--- config.mk ---
export PLATFORM = sky130hd
export DESIGN_NAME = mat_fifo_line_reader
export DESIGN_NICKNAME = d
export VERILOG_FILES = /design/src/rtl/mat_fifo_pkg.sv /design/src/rtl/mat_fifo_line_reader.sv
export SDC_FILE = /design/constraint.sdc
export NUM_CORES = 1
export LEC_CHECK = 0
export BUFFER_PORTS_ARGS = -buffer_cell sky130_fd_sc_hd__buf_2
export CORE_ASPECT_RATIO = 0.75
export CORE_MARGIN = 4
export CORE_UTILIZATION = 37
export DETAILED_ROUTE_END_ITERATION = 7
export MAX_ROUTING_LAYER = met4
export PLACE_DENSITY_LB_ADDON = 0.15
export SLEW_MARGIN = 15
export SYNTH_ARGS = -nofsm -noshare
export SYNTH_HDL_FRONTEND = slang
export SYNTH_SLANG_ARGS = --single-unit
export TNS_END_PERCENT = 1
--- constraint.sdc ---
create_clock -name rd_clk -period 2.15 [get_ports rd_clk]
set_input_delay 0.43 -clock rd_clk [delete_from_list [all_inputs] [get_ports rd_clk]]
set_output_delay 0.43 -clock rd_clk [all_outputs]
set_load 0.005 [all_outputs]
--- src/rtl/mat_fifo_pkg.sv ---
// Shared types for the matrix prefetch FIFO read side.
// Contents: reader state enum, counter-width helper, and the marker bundle
// that travels alongside each output pixel.
package mat_fifo_pkg;

    typedef enum logic [1:0] {
        ST_IDLE  = 2'd0,
        ST_RUN   = 2'd1,
        ST_DRAIN = 2'd2
    } rd_state_t;

    // Bits needed to hold 0..max_val inclusive.
    function automatic int cnt_width(input int max_val);
        return (max_val < 1) ? 1 : $clog2(max_val + 1);
    endfunction

    typedef struct packed {
        logic sof;
        logic sol;
        logic eol;
        logic eof;
    } marker_t;

endpackage

--- src/rtl/mat_fifo_line_reader.sv ---
// Drains the prefetch FIFO's first-word-fall-through port and re-emits the
// pixels as a framed ready/valid stream (sof/sol/eol/eof) of H_ACTIVE x V_ACTIVE.
// Latency: pop -> m_valid one cycle; start -> first fifo_rd_en one cycle.
// Backpressure: fifo_rd_en drops in the same cycle the output word is held.
// Ports: rd_clk/rd_rst (async, active-high); start/abort frame control;
//        fifo_rd_* FWFT source; m_* framed output; busy, frame_done status.
module mat_fifo_line_reader
    import mat_fifo_pkg::*;
#(
    parameter int DATA_WIDTH = 32,
    parameter int H_ACTIVE   = 1280,
    parameter int V_ACTIVE   = 720
) (
    input  logic                  rd_clk,
    input  logic                  rd_rst,
    input  logic                  start,
    input  logic                  abort,
    input  logic [DATA_WIDTH-1:0] fifo_rd_data,
    input  logic                  fifo_rd_vld,
    output logic                  fifo_rd_en,
    output logic [DATA_WIDTH-1:0] m_data,
    output logic                  m_valid,
    input  logic                  m_ready,
    output logic                  m_sof,
    output logic                  m_sol,
    output logic                  m_eol,
    output logic                  m_eof,
    output logic                  busy,
    output logic                  frame_done
);

    localparam int CW = cnt_width(H_ACTIVE);
    localparam int RW = cnt_width(V_ACTIVE);
    localparam logic [CW-1:0] COL_LAST = CW'(H_ACTIVE - 1);
    localparam logic [RW-1:0] ROW_LAST = RW'(V_ACTIVE - 1);

    rd_state_t             state_q, state_d;
    logic [CW-1:0]         col_q, col_d;
    logic [RW-1:0]         row_q, row_d;
    logic                  m_valid_q, m_valid_d;
    logic [DATA_WIDTH-1:0] m_data_q, m_data_d;
    marker_t               mk_q, mk_d;

    logic pop;
    logic out_hs;
    logic col_last;
    logic row_last;

    // Pull a word only when the output register is free or being emptied;
    // abort kills the pop in the same cycle so nothing new is consumed.
    assign fifo_rd_en = (state_q == ST_RUN) & (~m_valid_q | m_ready) & ~abort;
    assign pop        = fifo_rd_vld & fifo_rd_en;
    assign out_hs     = m_valid_q & m_ready;
    assign col_last   = (col_q == COL_LAST);
    assign row_last   = (row_q == ROW_LAST);

    always_comb begin
        state_d   = state_q;
        col_d     = col_q;
        row_d     = row_q;
        m_valid_d = m_valid_q;
        m_data_d  = m_data_q;
        mk_d      = mk_q;

        if (pop) begin
            m_valid_d = 1'b1;
            m_data_d  = fifo_rd_data;
            mk_d.sof  = (col_q == '0) & (row_q == '0);
            mk_d.sol  = (col_q == '0);
            mk_d.eol  = col_last;
            mk_d.eof  = col_last & row_last;
            if (col_last) begin
                col_d = '0;
                row_d = row_last ? '0 : row_q + 1'b1;
            end else begin
                col_d = col_q + 1'b1;
            end
        end else if (m_ready) begin
            m_valid_d = 1'b0;
        end

        case (state_q)
            ST_IDLE: begin
                if (start) begin
                    state_d = ST_RUN;
                    col_d   = '0;
                    row_d   = '0;
                end
            end
            ST_RUN: begin
                if (pop && col_last && row_last) begin
                    state_d = ST_DRAIN;
                end
            end
            ST_DRAIN: begin
                // Any start seen here is dropped: next state is IDLE, not RUN.
                if (out_hs) begin
                    state_d = ST_IDLE;
                end
            end
            default: state_d = ST_IDLE;
        endcase

        // Abort discards the held word; FIFO contents are left untouched.
        if (abort) begin
            state_d   = ST_IDLE;
            col_d     = '0;
            row_d     = '0;
            m_valid_d = 1'b0;
            mk_d      = '0;
        end
    end

    always_ff @(posedge rd_clk or posedge rd_rst) begin
        if (rd_rst) begin
            state_q   <= ST_IDLE;
            col_q     <= '0;
            row_q     <= '0;
            m_valid_q <= 1'b0;
            m_data_q  <= '0;
            mk_q      <= '0;
        end else begin
            state_q   <= state_d;
            col_q     <= col_d;
            row_q     <= row_d;
            m_valid_q <= m_valid_d;
            m_data_q  <= m_data_d;
            mk_q      <= mk_d;
        end
    end

    assign m_data     = m_data_q;
    assign m_valid    = m_valid_q;
    assign m_sof      = mk_q.sof;
    assign m_sol      = mk_q.sol;
    assign m_eol      = mk_q.eol;
    assign m_eof      = mk_q.eof;
    assign busy       = (state_q != ST_IDLE);
    assign frame_done = out_hs & mk_q.eof & ~abort;

endmodule
==> results of run 1 <==
## cell families after synthesis
kind of cell / Yosys count / synth area share
flip-flops: 60 / 0.5139
adder cells (fa/ha/maj): 4 / 0.01713
XOR/XNOR: 5 / 0.01499
buffers and inverters: 25 / 0.05353
AO/OA/AOI/OAI: 39 / 0.08737
AND/OR/NAND/NOR: 183 / 0.3131
## worst max-delay path: cells and delay by family, from the launching register on
family          cells  cell delay, ps
compound gates      1              60
buf+inv             1             220
flops               1             390
simple gates        3             980
fa+ha+maj           1             190
## power breakdown
part           internal [mW]  total (mW)  switching (mW)
Sequential              1.26        1.32          0.0660
Combinational          0.173       0.369           0.196
Clock                  0.595        1.04           0.442
## stage by stage
stage	total power [mW]	area [um2]
after CTS	2.783	3600
after global routing	2.896	3600
after detailed placement	1.725	3397
after global placement	1.718	3397
after floorplan	1.508	2922
final	2.729	3600
## state kept, by name (all words and copies together), names as in the netlist
register,flops
m_data,32
col_q,11
row_q,10
state_q,2
m_eof,1
m_eol,1
m_sof,1
m_sol,1
m_valid,1
## final timing paths
| path | end | slack (ps) | cells after the start |
|---|---|---|---|
| max | row_q[9] | 170 | 6 |
| min | state_q[0] | 180 | 2 |
| max reg2reg | row_q[9] | 170 | 6 |
| min reg2reg | m_data[21] | 470 | 2 |
| max in group asynchronous | m_data[2] | 1290 | 3 |
| min in group rd_clk | m_data[29] | 270 | 3 |
## routing by layer
metal | track usage | share of wire
met1 | 0.2255 | 0.50
met2 | 0.2313 | 0.42
met3 | 0.05132 | 0.062
met4 | 0.05705 | 0.013
met5 | - | 0
## cell usage in the layout (no fill, tap or decap), types with 2 or more instances in the layout
cell,n
nand2_1,113
buf_2,77
dfrtp_1,60
buf_4,12
nand3_1,11
clkbuf_8,11
a21oi_1,10
nor2_1,9
o21ai_0,8
o31ai_1,8
nand4_1,7
inv_1,7
a211oi_1,6
and3_1,6
or4_1,5
xor2_1,5
and2_1,4
nor4_1,4
a21o_1,4
ha_1,4
nand4b_1,3
nor3_1,2
and3_2,2
or3_1,2
nand3_2,2
clkinv_2,2
## layout make-up
type                            instances  share of cell area
Sequential cell                        60              0.4171
Multi-Input combinational cell        231              0.3511
Timing Repair Buffer                   89              0.1321
Clock buffer                           12             0.04310
Tap cell                              101             0.03511
Clock inverter                          4             0.01321
Inverter                                8            0.008342
==> reports/summary.txt, run 1 <==
Primary FF master, synth - dfrtp_1
global placer's final weighted congestion - 0.8569
status - finished clean
crit path launch - col_q[1]
clock sink count - 60
non-filler cells in the finished layout - 505
FMAX - 505.7 MHz
die area - 0.009396 mm2
number of cells produced by synthesis - 316
total of fill cells in the finished design - 754
Total Wirelength - 7049 um
syn nets - 358
CTS buffer count - 9
area added between synthesis and finish - 23.21%
number of register bits inferred by synthesis - 60
DRC viols - 0
number of maximum-capacitance constraint violations - 0
setup TNS - 0 ps
Async SR Flop Fraction - 1.000
IR drop worst, VDD - 0.0003454 V
clock transition at the registers of the reported paths - 70 ps
most instantiated library cell after synthesis - nand2_1
DP Cell Count - 489
library cell contributing the largest single delay on the critical path - dfrtp_1
worst hold margin - 176.5 ps
total of hold buffers inserted after clock tree synthesis - 0
Port Buffer Count - 77
# nets final - 441
Avg Cell Area, Syn - 9.245 um2
number of antenna repair diodes - 0
final worst clock skew - 7.586 ps
number of different library cells in the post-synthesis netlist - 42
setup violators final - 0
start-to-end type of the worst setup path - reg2reg
detailed-router iteration count before antenna repair - 4
final setup slack of the worst path - 172.5 ps
endpoint type of the worst setup path - register
Final ANT Viol Nets - 0
area fraction of the dominant cell type after synthesis - 0.5139
routed via count - 2514
chip width - 110.6 um
required time at the worst-slack endpoint - 2350 ps
fraction of the yosys area taken by sequential cells - 0.5139
die boundary height - 84.96 um
Worst Path Arrival - 2180 ps
number of buffers inserted to repair setup after CTS - 0
Netlist Area Pre-Place - 0.002922 mm2
multi-input logic area - 0.001264 mm2
worst-path cell chain - ha_1, and4_1, nand4_4, nor4_4, buf_4, a211oi_1
Hold Fails Final Rpt - 0
Hold/Removal Path Class - in2async
final routed wire length divided by cell count - 13.96 um
initial core utilization - 0.3896
Core Util, Final - 0.4800
cell taking the most area after synthesis - dfrtp_1
maximum count of clock buffers along a single path - 2
sort of element at the start of the critical path - register
pins over their slew limit - 0
CTS root buf - clkbuf_8
total area of sequential cells - 0.001501 mm2
launch instance of the worst register-to-register path - col_q[1]
CTS tree - yes
global-route wire length before repair - 12230 um
clock period minus worst slack - 1978 ps
Static Leak - 1.828 nW
largest fanout on the critical path - 11
relative slew slack - 0.5588
Clock H-tree levels - 3
actual slew at the worst max-slew pin - 660.8 ps
number of rows created at floorplan - 27
io pins - 78
maximum number of pins on one net before global-route repair - 37
final global-route overflow total - 0
Total GRT Usage - 0.1649
number of enable flip-flop cells after synthesis - 0
most frequent cells after synthesis - 113 x nand2_1, 60 x dfrtp_1, 11 x nand3_1, 10 x a21oi_1, 9 x nor2_1
Yosys Warn Count - 0
Skew-Pair Late Insertion Delay - 340 ps
Tcrit/Tclk final - 0.9198
first-iteration detailed-routing DRC count - 77
final HPWL from detailed placement - 5117 um
Via density - 4.978
via count of the first global-routing pass - 2541
biggest area contributors in the synthesized netlist - dfrtp_1 51%, nand2_1 15%, buf_6 2.3%
total power divided by cell area - 758.2 mW/mm2
crit-path max cell delay - 390 ps
setup repair after global routing missed its margin - no
setup slack after placement - 137.6 ps
Resized Gates After CTS - 0
layout cell share with drive strength beyond 1 - 0.2871
Core Area - 0.007500 mm2
antenna violations before repair - 0
Note: power is estimated with default switching activity, not from simulation.
==> inputs of run 2 (changes only) <==
--- a/config.mk
+++ b/config.mk
@@ -8,7 +8,7 @@
 export BUFFER_PORTS_ARGS = -buffer_cell sky130_fd_sc_hd__buf_2
 export CORE_ASPECT_RATIO = 0.75
 export CORE_MARGIN = 4
-export CORE_UTILIZATION = 37
+export CORE_UTILIZATION = 45
 export DETAILED_ROUTE_END_ITERATION = 7
 export MAX_ROUTING_LAYER = met4
 export PLACE_DENSITY_LB_ADDON = 0.15
==> run 2 against run 1 <==
- clock power is essentially flat
- sequential cell count is the same
- non-clock buffer count shrank 4
- sequential share of layout area grew 0.17 points
- power shrank 0.21%
- combinational power grew 2%
- core utilization grew 9.0 points
- sequential power is essentially flat
- cell count shrank 4.8%
- critical path type unchanged
- critical endpoint is now row_q[4]
==> reports/summary.txt, run 2 (same netlist as run 1, synthesis figures left out) <==
Core Area - 0.006287 mm2 (was 0.007500 mm2)
clock transition at the registers of the reported paths - 60 ps (was 70 ps)
number of buffers inserted to repair setup after CTS - 0 (unchanged)
Total Wirelength - 6791 um (was 7049 um)
# nets final - 437 (was 441)
area added between synthesis and finish - 22.70% (was 23.21%)
Total GRT Usage - 0.1942 (was 0.1649)
die area - 0.007859 mm2 (was 0.009396 mm2)
total of hold buffers inserted after clock tree synthesis - 0 (unchanged)
maximum number of pins on one net before global-route repair - 61 (was 37)
final worst clock skew - 5.785 ps (was 7.586 ps)
Worst Path Arrival - 2290 ps (was 2180 ps)
final global-route overflow total - 0 (unchanged)
DRC viols - 0 (unchanged)
number of maximum-capacitance constraint violations - 0 (unchanged)
Port Buffer Count - 77 (unchanged)
part of the total power dissipated in sequential elements - 0.486 (was 0.485)
Skew-Pair Late Insertion Delay - 340 ps (about the same)
required time at the worst-slack endpoint - 2410 ps (was 2350 ps)
fraction of power spent switching nets - 0.2545 (was 0.2577)
global placer's final weighted congestion - 0.8195 (was 0.8569)
relative slew slack - 0.6632 (was 0.5588)
detailed-router iteration count before antenna repair - 4 (unchanged)
worst hold margin - 146.5 ps (was 176.5 ps)
die boundary height - 77.78 um (was 84.96 um)
chip width - 101.0 um (was 110.6 um)
antenna violations before repair - 0 (unchanged)
io pins - 78 (unchanged)
routed via count - 2484 (was 2514)
net switching power of the design - 0.6932 mW (was 0.7033 mW)
sort of element at the start of the critical path - register (unchanged)
largest fanout on the critical path - 11 (unchanged)
CTS tree - yes (unchanged)
Tcrit/Tclk final - 0.9415 (was 0.9198)
actual slew at the worst max-slew pin - 500.5 ps (was 660.8 ps)
Int Power - 2.030 mW (was 2.026 mW)
setup violators final - 0 (unchanged)
Comb power frac - 0.138 (was 0.135)
endpoint type of the worst setup path - register (unchanged)
final routed wire length divided by cell count - 14.12 um (was 13.96 um)
initial core utilization - 0.4647 (was 0.3896)
multi-input logic area - 0.001266 mm2 (was 0.001264 mm2)
most common cell after layout, fill and taps aside - nand2_1 (unchanged)
Final Power - 2.724 mW (was 2.729 mW)
pins over their slew limit - 0 (unchanged)
setup TNS - 0 ps (unchanged)
layout cell share with drive strength beyond 1 - 0.2825 (was 0.2871)
number of antenna repair diodes - 0 (unchanged)
Hold Fails Final Rpt - 0 (unchanged)
global-route wire length before repair - 11690 um (was 12230 um)
IR drop worst, VDD - 0.0003482 V (was 0.0003454 V)
Static Leak - 1.824 nW (was 1.828 nW)
CTS buffer count - 9 (unchanged)
total of fill cells in the finished design - 570 (was 754)
Final ANT Viol Nets - 0 (unchanged)
total area of sequential cells - 0.001501 mm2 (unchanged)
Core Util, Final - 0.5701 (was 0.4800)
start-to-end type of the worst setup path - reg2reg (unchanged)
FMAX - 494.0 MHz (was 505.7 MHz)
Via density - 5.164 (was 4.978)
flip-flop count of the largest register, all copies and words added - 32 (unchanged)
final HPWL from detailed placement - 4814 um (was 5117 um)
status - finished clean (unchanged)
total power divided by cell area - 759.8 mW/mm2 (was 758.2 mW/mm2)
part of the power in the clock network - 0.377 (was 0.380)
most frequent cells in the layout - 113 x nand2_1, 77 x buf_2, 60 x dfrtp_1 (unchanged)
Resized Gates After CTS - 0 (unchanged)
number of rows created at floorplan - 25 (was 27)
Clock H-tree levels - 3 (unchanged)
CTS root buf - clkbuf_8 (unchanged)
clock sink count - 60 (unchanged)
first-iteration detailed-routing DRC count - 109 (was 77)
clock period minus worst slack - 2024 ps (was 1978 ps)
via count of the first global-routing pass - 2410 (was 2541)
maximum count of clock buffers along a single path - 2 (unchanged)
setup repair after global routing missed its margin - no (unchanged)
Hold/Removal Path Class - in2async (unchanged)
[run 2: cell count changes in the layout (fill, tap and decap cells not counted), sizes merged]
cell,change
buf,-4
[run 2: cell type report]
class | instances | area share
Multi-Input combinational cell | 231 | 0.3532
Sequential cell | 60 | 0.4188
Clock buffer | 12 | 0.04328
Tap cell | 81 | 0.02827
Inverter | 8 | 0.008377
Clock inverter | 4 | 0.01326
Timing Repair Buffer | 85 | 0.1347
[run 2: power by group through the flow]
stage / combinational (mW) / sequential (mW) / clock (mW)
6_report: 0.375 / 1.32 / 1.03
5_1_grt: 0.431 / 1.34 / 1.12
4_1_cts: 0.384 / 1.32 / 1.06
3_5_place_dp: 0.384 / 1.34 / 0
3_3_place_gp: 0.379 / 1.34 / 0
2_1_floorplan: 0.152 / 1.36 / 0
[run 2: per-stage QoR]
step | setup WS (ps) | instance area (um2) | instances
finish | 125.7 | 3585 | 481
global route | 14.98 | 3585 | 481
CTS | 133.3 | 3582 | 481
detailed placement | 73.70 | 3379 | 465
global placement | 145.1 | 3379 | 465
floorplan | 235.3 | 2922 | 316
[run 2: layer usage]
layer	GRT usage	vias up	part of all wire	wire length [um]
met5	-	-	0	0
met4	0.06906	0	0.012	83
met3	0.05750	10	0.078	532
met2	0.2696	86	0.44	2958
met1	0.2695	1147	0.47	3216
li1	-	1241	-	-
[run 2: worst paths after layout]
path	from	slack (ps)	end	cells after the start
min	rd_rst	150	m_data[11]	3
min reg2reg	m_sol	460	m_sol	2
max in group asynchronous	rd_rst	1750	col_q[7]	3
min in group rd_clk	fifo_rd_data[29]	280	m_data[29]	3
max	col_q[1]	130	row_q[4]	5
max reg2reg	col_q[1]	130	row_q[4]	5
[run 2: worst max-delay path: stages, from the launching register on]
cell and delay, ps:
dfrtp_1 390, ha_1 190, and4_1 400, nand4_4 250, or4b_1 560, a21oi_1 160
